===== src/rtl/exception_ctrl.sv =====
// rtl/exception_ctrl.sv - prioritised exception sequencer: flush, redirect, handler, return
// Optional nested exceptions with an EPC/cause stack are enabled by defining EXC_NEST_EN.
module exception_ctrl #(
  parameter int unsigned     NUM_CAUSES   = 4,
  parameter int unsigned     XLEN         = 32,
  parameter logic [XLEN-1:0] HANDLER_ADDR = 32'h8000_0180,
  parameter int unsigned     NEST_DEPTH   = 2
) (
  input  logic                          clk,
  input  logic                          rst,
  input  logic [NUM_CAUSES-1:0]         exc_req,
  input  logic [NUM_CAUSES*XLEN-1:0]    exc_pc,
  input  logic                          eret,
  input  logic                          mask_we,
  input  logic [NUM_CAUSES-1:0]         mask_wdata,
  output logic                          if_flush,
  output logic                          id_flush,
  output logic                          ex_flush,
  output logic                          pc_sel,
  output logic [XLEN-1:0]               redirect_pc,
  output logic [XLEN-1:0]               epc,
  output logic [$clog2(NUM_CAUSES)-1:0] cause,
  output logic                          exc_active,
  output logic                          lost_exc
);

  localparam int CW = $clog2(NUM_CAUSES);

  if (NUM_CAUSES < 2 || NUM_CAUSES > 16 || NEST_DEPTH < 1) begin : g_param_check
    $error("exception_ctrl: NUM_CAUSES must be 2..16 and NEST_DEPTH at least 1");
  end

  typedef enum logic [2:0] {
    S_IDLE,
    S_FLUSH,
    S_REDIRECT,
    S_HANDLER,
    S_RETURN
  } state_t;

  state_t                  r_state;
  state_t                  w_next;
  logic [NUM_CAUSES-1:0]   r_mask;
  logic [XLEN-1:0]         r_epc;
  logic [CW-1:0]           r_cause;
  logic                    r_lost;

  logic [NUM_CAUSES-1:0]   w_pending;
  logic [CW-1:0]           w_win;
  logic [XLEN-1:0]         w_win_pc;
  logic                    w_take;
  logic                    w_drop;
  logic                    w_push;
  logic                    w_pop;
  logic                    w_can_push;
  logic                    w_stk_nonempty;
  logic [XLEN-1:0]         w_pop_epc;
  logic [CW-1:0]           w_pop_cause;

  assign w_pending = exc_req & r_mask;

  // Scan from the lowest priority upward so the lowest set index is left standing.
  always_comb begin
    w_win    = '0;
    w_win_pc = '0;
    for (int i = int'(NUM_CAUSES) - 1; i >= 0; i--) begin
      if (w_pending[i]) begin
        w_win    = CW'(i);
        w_win_pc = exc_pc[i*XLEN +: XLEN];
      end
    end
  end

`ifdef EXC_NEST_EN
  localparam int SPW = $clog2(NEST_DEPTH + 1);
  localparam int IW  = (NEST_DEPTH > 1) ? $clog2(NEST_DEPTH) : 1;

  logic [SPW-1:0]  r_sp;
  logic [XLEN-1:0] r_stk_epc   [NEST_DEPTH];
  logic [CW-1:0]   r_stk_cause [NEST_DEPTH];
  logic [IW-1:0]   w_push_idx;
  logic [IW-1:0]   w_pop_idx;

  assign w_can_push     = (r_sp < SPW'(NEST_DEPTH));
  assign w_stk_nonempty = (r_sp != '0);
  assign w_push_idx     = IW'(r_sp);
  assign w_pop_idx      = IW'(r_sp - 1'b1);
  assign w_pop_epc      = r_stk_epc[w_pop_idx];
  assign w_pop_cause    = r_stk_cause[w_pop_idx];

  always_ff @(posedge clk) begin
    if (rst) begin
      r_sp <= '0;
    end else if (w_push) begin
      r_stk_epc[w_push_idx]   <= r_epc;
      r_stk_cause[w_push_idx] <= r_cause;
      r_sp                    <= r_sp + 1'b1;
    end else if (w_pop) begin
      r_sp <= r_sp - 1'b1;
    end
  end
`else
  assign w_can_push     = 1'b0;
  assign w_stk_nonempty = 1'b0;
  assign w_pop_epc      = '0;
  assign w_pop_cause    = '0;
`endif

  always_ff @(posedge clk) begin
    if (rst) begin
      r_state <= S_IDLE;
    end else begin
      r_state <= w_next;
    end
  end

  always_comb begin
    w_next      = r_state;
    w_take      = 1'b0;
    w_drop      = 1'b0;
    w_push      = 1'b0;
    w_pop       = 1'b0;
    if_flush    = 1'b0;
    id_flush    = 1'b0;
    ex_flush    = 1'b0;
    pc_sel      = 1'b0;
    redirect_pc = '0;
    exc_active  = 1'b0;

    case (r_state)
      S_IDLE: begin
        if (|w_pending) begin
          w_take = 1'b1;
          w_next = S_FLUSH;
        end
      end
      S_FLUSH: begin
        w_next = S_REDIRECT;
      end
      S_REDIRECT: begin
        w_next = S_HANDLER;
      end
      S_HANDLER: begin
        if ((|w_pending) && w_can_push) begin
          w_take = 1'b1;
          w_push = 1'b1;
          w_next = S_FLUSH;
        end else begin
          w_drop = |w_pending;
          if (eret) begin
            w_next = S_RETURN;
          end
        end
      end
      S_RETURN: begin
        if (w_stk_nonempty) begin
          w_pop  = 1'b1;
          w_next = S_HANDLER;
        end else begin
          w_next = S_IDLE;
        end
      end
      default: begin
        w_next = S_IDLE;
      end
    endcase

    // Pipeline-facing outputs are forced quiet while reset is held.
    if (!rst) begin
      exc_active = (r_state != S_IDLE);
      case (r_state)
        S_FLUSH: begin
          if_flush = 1'b1;
          id_flush = 1'b1;
          ex_flush = 1'b1;
        end
        S_REDIRECT: begin
          pc_sel      = 1'b1;
          redirect_pc = HANDLER_ADDR;
        end
        S_RETURN: begin
          pc_sel      = 1'b1;
          redirect_pc = r_epc;
          if_flush    = 1'b1;
          id_flush    = 1'b1;
        end
        default: ;
      endcase
    end
  end

  always_ff @(posedge clk) begin
    if (rst) begin
      r_mask  <= '1;
      r_epc   <= '0;
      r_cause <= '0;
      r_lost  <= 1'b0;
    end else begin
      if (mask_we) begin
        r_mask <= mask_wdata;
      end
      if (w_drop) begin
        r_lost <= 1'b1;
      end
      if (w_take) begin
        r_epc   <= w_win_pc;
        r_cause <= w_win;
      end else if (w_pop) begin
        r_epc   <= w_pop_epc;
        r_cause <= w_pop_cause;
      end
    end
  end

  assign epc      = r_epc;
  assign cause    = r_cause;
  assign lost_exc = r_lost;

endmodule


===== config.mk =====
export PLATFORM = sky130hd
export DESIGN_NAME = exception_ctrl
export DESIGN_NICKNAME = d
export VERILOG_FILES = /design/src/rtl/exception_ctrl.sv
export SDC_FILE = /design/constraint.sdc
export NUM_CORES = 1
export LEC_CHECK = 0
export CORE_UTILIZATION = 36
export DETAILED_ROUTE_END_ITERATION = 8
export MAX_ROUTING_LAYER = met4
export PLACE_DENSITY_LB_ADDON = 0.15
export SYNTH_ARGS = -nofsm -noshare
export SYNTH_HDL_FRONTEND = slang
export SYNTH_SLANG_ARGS = --single-unit

===== constraint.sdc =====
create_clock -name clk -period 2.7 [get_ports clk]
set_input_delay 0.54 -clock clk [delete_from_list [all_inputs] [get_ports clk]]
set_output_delay 0.54 -clock clk [all_outputs]
set_load 0.005 [all_outputs]

### Word level (Yosys, flattened, before mapping)

Cells that the tools add are included.

| cells by class | value |
|---|---|
| add/subtract/negate cells | 0 |
| multipliers | 0 |
| multiplexer cells | 25 |
| reduce and logical (&&, ||, !) cells | 6 |
| bitwise operators | 1 |
| div/mod/pow operators | 0 |
| shift operators | 0 |
| equal/unequal tests | 6 |
| $lt $le $gt $ge | 0 |

Operator list:

| kind | number |
|---|---|
| $mux W32 | 6 |
| $pmux W32 S2 | 1 |
| $pmux W3 S4 | 1 |
| $mux W1 | 10 |
| $mux W2 | 5 |
| $eq A3 B2 Y1 const B | 2 |
| $mux W3 | 2 |
| $and A4 B4 Y4 | 1 |
| $ne A2 B2 Y1 const B | 2 |
| $reduce_or A2 Y1 | 2 |
| $reduce_or A4 Y1 | 1 |
| $eq A3 B1 Y1 const B | 1 |
| $eq A3 B3 Y1 const B | 1 |
| $logic_not A3 Y1 | 1 |
| $reduce_bool A3 Y1 | 1 |
| $reduce_and A2 Y1 | 1 |

| word-level totals | value |
|---|---|
| latch bits | 0 |
| input bits | 140 |
| RAM bits | 0 |
| ROM bits | 0 |
| bits in registers | 42 |
| memories kept | 0 |
| word-level logic and storage cells | 43 |
| output and inout bits | 72 |

### Longest topological paths before layout

| depth | value |
|---|---|
| depth after elaboration | 6 |
| mapped depth | 7 |
| gate-level depth less buffers | 4 |

### Worst setup path after synthesis

OpenSTA, ideal clock, no wires.

| timing path | value |
|---|---|
| path type | in2out |
| start point | in rst |
| end point | out redirect_pc[21] |
| slack | 0.485 ns |
| path buffers | 4 |
| required time | 2.160 ns |
| cell stages on the path | 7 |
| arrival | 1.675 ns |
| cells stage by stage | buf_2 -> or2_0 -> clkbuf_1 -> nor2_1 -> buf_2 -> clkbuf_1 -> and2_1 |

| on the way | value |
|---|---|
| cells in the longest elaborated chain, start to end | 1 |

Ends and longest elaborated chain:

| element | RTL line | text |
|---|---|---|
| from (decl) | 10 | `input logic rst,` |
| $mux W32 | 169 | `if (!rst) begin` |
| to (decl) | 20 | `output logic [XLEN-1:0] redirect_pc,` |

Every way passes these cells.

### Final worst setup path

| timing path | value |
|---|---|
| start point | reg r_state[1] |
| end point | out redirect_pc[15] |

| on the way | value |
|---|---|
| cells in the longest elaborated chain, start to end | 3 |
| elaborated cells on any way between the ends | 4 |
| classes of those cells | 2 x eq/ne; 2 x mux |

Ends and longest elaborated chain:

| element | RTL line | text |
|---|---|---|
| from (decl) | 41 | `state_t r_state;` |
| from (signal assigned) | 113 | `r_state <= w_next;` |
| $eq A3 B3 Y1 / $eq A3 B2 Y1 (equally long branches) | 171 | `case (r_state)` |
| $pmux W32 S2 * | 171 |  |
| $mux W32 * | 169 |  |

Every way passes the cells marked *; elsewhere a longest branch is shown, timed or not.

==> flow_summary.toml <==
[run_status]
run_status = "completed"

[synthesis]
synth_fp_nets = 461
top_cell_type_by_total_area_after_synthesis = "dfxtp_1"
synth.distinct_cells = 28
synth_top_cell_area_share = 0.3226
synth_area_leaders = "dfxtp_1 32%, a21oi_1 13%, a22o_1 11%"
yosysWarningCount = 0
synth-async-reset-ratio = 0
postSynth.topFlopCell = "dfxtp_1"
synth_edf_count = 0
synthesis.instances = 321
post_synthesis_register_bit_count = 42
post_synth_instance_area_um2 = 2606
ys_seq_area_frac = 0.3226
syn-mean-instance-area_um2 = 8.119

[worst_setup_path]
required_ps = 2160
critical_path.cell_chain = "inv_1 -> nand2_1 -> nor2_4 -> buf_12 -> and2_1 -> clkdlybuf4s50_1"
crit_path_top_delay_cell = "clkdlybuf4s50_1"
cp-start-kind = "flop"
crit_path_max_cell_delay_ps = 510
timing.critical_path.arrival_ps = 1990
timing.setup.critical_path_class = "flop to output port"
cp-end-kind = "output port"
path_max_fanout = 19

[die]
floorplan.die_area_um2 = 7584
die-width_um = 87.09
start_util = 0.3774
number_of_top_level_design_ports = 212
core_area_um2 = 6907
fp.dieH_um = 87.09
placement_rows = 30

[layout]
share_of_the_core_filled_with_cells = 0.7243
n_fill_cell = 592
layout_commonest_cell = "clkdlybuf4s50_1"
areaGrowthSynthToFinish_pct = 91.93
post-route-cell-area_um2 = 5002
insertedDiodeCount = 0
design.final.nets = 663
layout-drive-gt1-share = 0.06870
mostFrequentLayoutCells = "208 x clkdlybuf4s50_1, 69 x a21oi_1, 41 x dfxtp_1"

[pwr]
p_per_area_nw_per_um2 = 430.2
ir_worst_vdd_mv = 0.3212
cellLeakagePower_nw = 1.930

[timing]
final_max_slew_viol_count = 0
worst_pin_slew_ps = 488.6
slew_headroom = 0.6742
report.final.setup_viol = 0
finalHoldViolations = 0
max_frequency_ghz = 0.3946
fin_worst_hold_slack_ps = 469.9
skew_ps = 9.792
rsz0062_at_grt = "no"
period_share = 0.9385
finalCriticalPeriod_ps = 2534

[placed_design]
place_congestion = 0.8431
placement.io_buffers = 211
post-dp-hpwl_mm = 8.109
dpl-instance-area_um2 = 4820

[grt]
antenna_found_initial = 0
grt_max_degree = 32
global_route.usage.total = 0.2821
grt_pass1_vias = 3205
remaining_overflow_grt = 0
global_route_wire_length_before_repair_mm = 16.18

[clock_network]
cts-root-buf = "clkbuf_8"
cts_made_buffers = 5
h-tree-depth = 2
clock_sink_count = 42
tritoncts = "done"
cts.clk_slew.worst_paths_ps = 90
insertion_delay_ps = 290
clockBufferDepth = 2

[detailed_routing]
count_of_routing_violations_after_the_opening_detailed_route_iteration = 113
drc_errors = 0
dr.pass1.iters = 4
avgRoutedWirePerCell_um = 17.54
vias_after_detailed_routing = 3323
route.antenna.remaining_nets = 0
drt_wl_total_mm = 10.88
via_per_inst = 5.360

[hold_path]
hold_class = "flop to flop"

[flow_run]
timing.max_cap.violations = 0
==> power breakdown <==
group / internal, mW / switching, mW / total (mW)
clock: 0.395 / 0.229 / 0.624
combinational: 0.473 / 0.288 / 0.762
sequential: 0.698 / 0.0685 / 0.767
==> worst max-delay path, delay by kind of cell, from the launching register on <==
family	cells	cell delay, ps
buf+inv	3	770
flops	1	390
simple gates	3	540
==> registers in the layout (all words and copies together), names as in the netlist <==
| signal | flops |
|---|---|
| r_state | 3 |
| r_mask | 4 |
| epc | 32 |
| lost_exc | 1 |
| cause | 2 |
==> metrics by stage <==
stage | std cells | setup WS, ps | setup TNS [ps] | power, mW
2_1_floorplan | 321 | 485.3 | 0 | 1.087
3_3_place_gp | 611 | -11.97 | -104.9 | 1.519
3_5_place_dp | 611 | -74.42 | -1305 | 1.532
4_1_cts | 619 | -5.396 | -5.396 | 2.154
5_1_grt | 620 | 78.46 | 0 | 2.257
6_report | 620 | 166.0 | 0 | 2.152
==> layout make-up <==
cell class	instances	area [um2]	share of cell area
clock buffer	6	82.58	0.01651
clock inverter	2	60.06	0.01201
sequential	42	842.1	0.1683
timing repair buffer	230	2307	0.4612
multi-input combinational	240	1575	0.3149
tap	96	120.1	0.02401
inverter	4	15.01	0.003001
==> timing repair <==
action | 4_1_cts | 5_1_grt
hold buffers | 0 | 0
setup buffers | 0 | 0
cloned | 0 | 1
resized for setup | 3 | 9
setup endpoints to repair | 31 | 32
pin swaps | 1 | 1
==> cells in the mapped netlist (5+ instances only) <==
| cell | instances |
|---|---|
| a21oi_1 | 69 |
| dfxtp_1 | 42 |
| a22o_1 | 34 |
| nand3_1 | 34 |
| and2_1 | 32 |
| o22a_1 | 32 |
| clkbuf_1 | 21 |
| nand2_1 | 12 |
| buf_6 | 7 |
| nor2_1 | 6 |
| buf_2 | 5 |
==> worst paths after layout <==
check                                       end       start  depth (start not counted)  slack [ps]
worst max-delay path            redirect_pc[15]  r_state[1]                          6         170
worst max register to register           epc[6]   r_mask[1]                          5         920
worst min-delay path                  r_mask[3]   r_mask[3]                          2         470
worst min register to register        r_mask[3]   r_mask[3]                          2         470
==> routing by layer <==
metal | global-route usage | up-vias | wire length [um]
met5 | - | - | 0
met4 | 0.06212 | 0 | 129
met3 | 0.04550 | 14 | 870
met2 | 0.5061 | 165 | 5537
met1 | 0.3295 | 1545 | 4339
li1 | - | 1599 | -
==> cells by family (layout without fill, tap and decap cells) <==
family	after synthesis	after routing	synth area share
AO/OA/AOI/OAI	144	144	0.3879
buffers and inverters	39	242	0.08017
flip-flops	42	42	0.3226
multiplexers	4	4	0.01536
AND/OR/NAND/NOR	92	92	0.1940
(Power assumes the default switching activity.)
